## src/rtl/seq_mult_pkg.sv

```systemverilog
// Shared types and helpers for the sequential shift-add multiplier.
package seq_mult_pkg;

  localparam int DEFAULT_WIDTH = 8;
  localparam int MAX_WIDTH     = 32;

  typedef enum logic [1:0] {
    IDLE = 2'd0,
    CALC = 2'd1,
    FIX  = 2'd2,
    DONE = 2'd3
  } state_t;

  // Two's-complement magnitude: negate when the operand is negative.
  // Callers zero-extend a narrower operand and keep the low bits; the low
  // bits of a wide negation equal the narrow negation.
  function automatic logic [MAX_WIDTH-1:0] twos_mag(input logic [MAX_WIDTH-1:0] v,
                                                     input logic                 neg);
    return neg ? (~v + MAX_WIDTH'(1)) : v;
  endfunction

endpackage

```

## src/rtl/seq_mult_add.sv

```systemverilog
// WIDTH-bit ripple adder with carry-out, used for the accumulate step.
module seq_mult_add #(
  parameter int WIDTH = 8
) (
  input  logic [WIDTH-1:0] a,
  input  logic [WIDTH-1:0] b,
  output logic [WIDTH-1:0] sum,
  output logic             cout
);

  assign {cout, sum} = {1'b0, a} + {1'b0, b};

endmodule

```

## src/rtl/seq_mult_param.sv

```systemverilog
// Sequential shift-add multiplier with valid/ready on operands and result.
// Signed operands are converted to magnitudes, multiplied unsigned, and the
// sign is applied in a dedicated FIX cycle so latency does not depend on mode.
// Optional build macro: SEQ_MULT_EARLY_TERM_EN -- leave CALC as soon as the
// remaining multiplier bits are all zero (variable latency, same product).
//
// state | meaning
// ------+-------------------------------------------------------------
// IDLE  | waiting for operands, in_ready=1
// CALC  | one multiplier bit per cycle: conditional add, shift right
// FIX   | apply sign to the magnitude product
// DONE  | product presented with out_valid until out_ready
module seq_mult_param
  import seq_mult_pkg::*;
#(
  parameter int WIDTH = DEFAULT_WIDTH,
  parameter int CNT_W = $clog2(WIDTH + 1)
) (
  input  logic               clk,
  input  logic               rst,
  input  logic               in_valid,
  output logic               in_ready,
  input  logic [WIDTH-1:0]   a,
  input  logic [WIDTH-1:0]   b,
  input  logic               signed_mode,
  output logic               out_valid,
  input  logic               out_ready,
  output logic [2*WIDTH-1:0] product,
  output logic               busy
);

  localparam int PW = 2 * WIDTH;

  state_t           state;
  logic [WIDTH-1:0] mcand;
  logic [PW-1:0]    preg;
  logic [CNT_W-1:0] cnt;
  logic             neg;

  logic [WIDTH-1:0] mag_a;
  logic [WIDTH-1:0] mag_b;
  logic [WIDTH-1:0] sum;
  logic             cout;
  logic [PW-1:0]    shifted;

  assign mag_a = WIDTH'(twos_mag(MAX_WIDTH'(a), signed_mode & a[WIDTH-1]));
  assign mag_b = WIDTH'(twos_mag(MAX_WIDTH'(b), signed_mode & b[WIDTH-1]));

  seq_mult_add #(.WIDTH(WIDTH)) u_add (
    .a    (preg[PW-1:WIDTH]),
    .b    (mcand),
    .sum  (sum),
    .cout (cout)
  );

  // Next partial product: add mcand when the current multiplier bit is set, then shift right.
  always_comb begin
    shifted = {1'b0, preg[PW-1:1]};
    if (preg[0]) begin
      shifted = {cout, sum, preg[WIDTH-1:1]};
    end
  end

`ifdef SEQ_MULT_EARLY_TERM_EN
  logic [WIDTH-1:0] rem_mask;
  logic             rem_zero;

  // Multiplier bits still to be processed occupy the low cnt bits of preg.
  always_comb begin
    rem_mask = ~({WIDTH{1'b1}} << cnt);
    rem_zero = ((preg[WIDTH-1:0] & rem_mask) == '0);
  end
`endif

  // Control FSM and datapath registers; all outputs registered.
  always_ff @(posedge clk) begin
    if (rst) begin
      state     <= IDLE;
      mcand     <= '0;
      preg      <= '0;
      cnt       <= '0;
      neg       <= 1'b0;
      product   <= '0;
      in_ready  <= 1'b1;
      out_valid <= 1'b0;
      busy      <= 1'b0;
    end else begin
      case (state)
        IDLE: begin
          if (in_valid) begin
            mcand    <= mag_a;
            preg     <= {{WIDTH{1'b0}}, mag_b};
            cnt      <= CNT_W'(WIDTH);
            neg      <= signed_mode & (a[WIDTH-1] ^ b[WIDTH-1]);
            in_ready <= 1'b0;
            busy     <= 1'b1;
            state    <= CALC;
          end
        end
        CALC: begin
`ifdef SEQ_MULT_EARLY_TERM_EN
          if (rem_zero) begin
            // No adds remain; finish the outstanding shifts in one step.
            preg  <= preg >> cnt;
            cnt   <= '0;
            state <= FIX;
          end else
`endif
          begin
            preg <= shifted;
            cnt  <= cnt - CNT_W'(1);
            if (cnt == CNT_W'(1)) begin
              state <= FIX;
            end
          end
        end
        FIX: begin
          product   <= neg ? (~preg + PW'(1)) : preg;
          out_valid <= 1'b1;
          busy      <= 1'b0;
          state     <= DONE;
        end
        DONE: begin
          if (out_ready) begin
            out_valid <= 1'b0;
            product   <= '0;
            in_ready  <= 1'b1;
            state     <= IDLE;
          end
        end
        default: begin
          state <= IDLE;
        end
      endcase
    end
  end

endmodule

```

## config.mk

```make
export PLATFORM = sky130hd
export DESIGN_NAME = seq_mult_param
export DESIGN_NICKNAME = d
export VERILOG_FILES = /design/src/rtl/seq_mult_pkg.sv /design/src/rtl/seq_mult_add.sv /design/src/rtl/seq_mult_param.sv
export SDC_FILE = /design/constraint.sdc
export NUM_CORES = 1
export LEC_CHECK = 0
export ABC_AREA = 1
export CAP_MARGIN = 0
export CORE_ASPECT_RATIO = 0.7
export CORE_UTILIZATION = 44
export DETAILED_ROUTE_END_ITERATION = 6
export HOLD_SLACK_MARGIN = 0.02
export MAX_ROUTING_LAYER = met4
export PLACE_DENSITY = 0.76
export SLEW_MARGIN = 20
export SYNTH_ARGS = -nofsm -noshare
export SYNTH_HDL_FRONTEND = slang
export SYNTH_SLANG_ARGS = --single-unit
```

## constraint.sdc

```tcl
create_clock -name clk -period 1.72 [get_ports clk]
set_clock_uncertainty 0.05 [all_clocks]
set_input_delay 0.344 -clock clk [delete_from_list [all_inputs] [get_ports clk]]
set_output_delay 0.344 -clock clk [all_outputs]
set_load 0.05 [all_outputs]
```

==> results.tsv <==
metric	value	unit
outcome	finished, final reports clean	
firstDrtPassIters	4	
worstMarginPinSlew	0.466	ns
synthTopCellsByArea	dfxtp_1 32%, nand2_1 13%, a21oi_1 9.6%	
timing.rr.start	mcand[0]$_SDFFE_PP0P_	
slew_viol_final	0	
drive_gt1_share	17.3	%
core	6820	sq um
leakagePower	1.80	nW
multi_input_area	1830	sq um
regArea	1000	sq um
rrSetupSlack	0.06	ns
detailed_place_hpwl	6120	um
rsz0062_at_grt	yes	
cts_sinks	50	
die_h	72.5	um
r2r_cells	11	
critPathCapture	preg[13]$_SDFFE_PP0P_	
dieArea	7450	sq um
synth_cell_types	40	
post-route-period-util	96.4	%
synth.most_common_cell	nand2_1	
hold_start	product[3]$_SDFFE_PP0P_	
routed_via_density	5.10	
synth_edf_count	0	
synthCells	464	
finalWeightedCongestion	0.893	
grt-ovfl-total	0	
hold_viol	0	
fin_util	57.7	%
area_growth	26.0	%
drc	0	
antennaDiodeCount	0	
clk_pin_slew	0.09	ns
syn_nets	503	
final_cell_count_no_fill	631	
cts_tree	yes	
synth.top_cell.area_share	32.0	%
num-nets-final	575	
boundaryPins	40	
ys_warn_count	0	
synth-async-reset-ratio	0	%
ys_seq_elements	50	
ant_nets	0	
yosys-top-cells-count	110 x nand2_1, 60 x a21oi_1, 57 x inv_1	
cts_root_buf	clkbuf_8	
min_path_type	reg2reg	
required	1.91	ns
r2r_end	preg[13]$_SDFFE_PP0P_	
drt_iter0_drc	218	
vias	3219	
cp-end-kind	flip-flop	
syn_area_per_cell	6.73	sq um
grt_max_degree	21	
relSlewSlack	68.6	%
ys.flop_type	dfxtp_1	
post-place-cells	621	
wire_per_inst	12.6	um
placementRows	25	
arrival	1.85	ns
cap_violations	0	
finalCriticalPeriod	1.66	ns
die_w	103	um
first_global_vias	3044	
critPathLaunch	mcand[0]$_SDFFE_PP0P_	
yosysSeqAreaShare	32.0	%
clk-insertion-delay-late	0.31	ns
critPathKind	reg2reg	
htree_levels	2	
grt_usage	23.6	%
netlist_area	3120	sq um
grt_pass1_wl	13400	um
nFillCells	666	
clock_path_buffers	2	
ir_drop	0.000756	V
worst_setup_path_start_kind	flip-flop	
start_util	45.8	%
totalWireLength	7960	um
antenna_found_initial	0	
io_buffers	39	
yosysTopAreaCell	dfxtp_1	
crit_path_max_fanout	2	
pwr_density_cell	1340	nW/um^2
setup_violations	0	
fmax	603	MHz
hold_buffers	0	
cts_buffers	5	
==> stage by stage <==
step	hold WS (ns)	total power [mW]	setup WS, ns	setup TNS (ns)	cell area [sq um]
6_report	0.416	5.26	0.0626	0	3940
3_5_place_dp	0.409	4.44	-0.113	-1.19	3790
3_3_place_gp	0.400	4.36	-0.0445	-0.280	3790
5_1_grt	0.437	5.69	-0.0734	-0.112	3940
2_1_floorplan	0.401	3.60	0.119	0	3120
4_1_cts	0.425	5.18	0.0176	0	3900
==> power breakdown <==
| part | switching, mW | internal, mW | leakage [nW] |
|---|---|---|---|
| Combinational | 1.76 | 1.13 | 1.35 |
| Clock | 0.405 | 0.324 | 0.0472 |
| Sequential | 0.219 | 1.42 | 0.409 |
| Total | 2.39 | 2.88 | 1.80 |
==> area by class of cell <==
type | count | area share, %
clock buffer | 6 | 2.10
inverter | 60 | 5.72
clock inverter | 2 | 0.318
sequential | 50 | 25.5
timing repair buffer | 80 | 16.9
multi-input combinational | 339 | 46.6
tap | 94 | 2.99
==> worst max-delay path, cell delays in order (launching register included) <==
cell     delay [ns]
dfxtp_2        0.34
ha_2           0.19
fa_2           0.37
nand2_2        0.09
nand3_2        0.09
nand3_2        0.09
nand2_1        0.06
nand2_1        0.06
nand2_1        0.05
nand2_1        0.05
nand2_1        0.04
a21oi_1        0.12
==> how the worst min path moves through the flow <==
| stage | endpoint | slack, ns | cells past startpoint |
|---|---|---|---|
| 2_1_floorplan | cnt[3]$_SDFFE_PP0P_ | 0.40 | 2 |
| 3_3_place_gp | in_ready$_SDFFE_PP1P_ | 0.40 | 2 |
| 3_5_place_dp | in_ready$_SDFFE_PP1P_ | 0.41 | 2 |
| 4_1_cts | in_ready$_SDFFE_PP1P_ | 0.42 | 2 |
| 5_1_grt | product[6]$_SDFFE_PP0P_ | 0.44 | 2 |
| 6_report | product[3]$_SDFFE_PP0P_ | 0.42 | 2 |
==> registers in the layout, summed over array words and instances (netlist names) <==
signal / count
preg: 16
mcand: 8
cnt: 4
out_valid: 1
in_ready: 1
neg: 1
busy: 1
product: 16
state: 2
==> layout by cell type (no fill, tap or decap), types with 2 or more instances in the layout <==
cell,instances
xor2_1,8
a31oi_1,5
clkbuf_8,6
inv_2,3
o21a_1,2
ha_1,15
inv_1,56
o21ai_1,3
nand3_2,4
nand3_1,28
o21ai_2,2
nor2_4,2
o22ai_1,3
nor2_1,33
nor3_1,3
o21ai_0,32
clkdlybuf4s50_1,20
nand2_2,5
dfxtp_1,49
a21oi_1,60
ha_2,2
nand4_1,7
nand2_1,108
o211ai_1,4
nand3b_1,2
buf_4,59
==> timing repair <==
action                                  in CTS  in global routing
pin swaps                                    1                  3
endpoints found under the setup margin       1                 12
resized for setup                            2                  8
setup buffers                                1                  1
==> cells by family (layout without fill, tap and decap cells) <==
group | after synthesis | after routing | synth area share [%]
xor+xnor | 8 | 8 | 2.24
flops | 50 | 50 | 32.0
compound gates | 118 | 118 | 20.9
fa+ha+maj | 18 | 18 | 7.45
buf+inv | 75 | 148 | 10.1
simple gates | 195 | 195 | 27.3
==> layer usage <==
| layer | track usage, % | up-vias | wire, um |
|---|---|---|---|
| met1 | 31.0 | 1465 | 3880 |
| met3 | 4.14 | 11 | 369 |
| met4 | 7.62 | 0 | 83 |
| li1 | - | 1673 | - |
| met2 | 36.9 | 70 | 3630 |
| met5 | - | - | 0 |
Note: power is estimated with default switching activity, not from simulation.
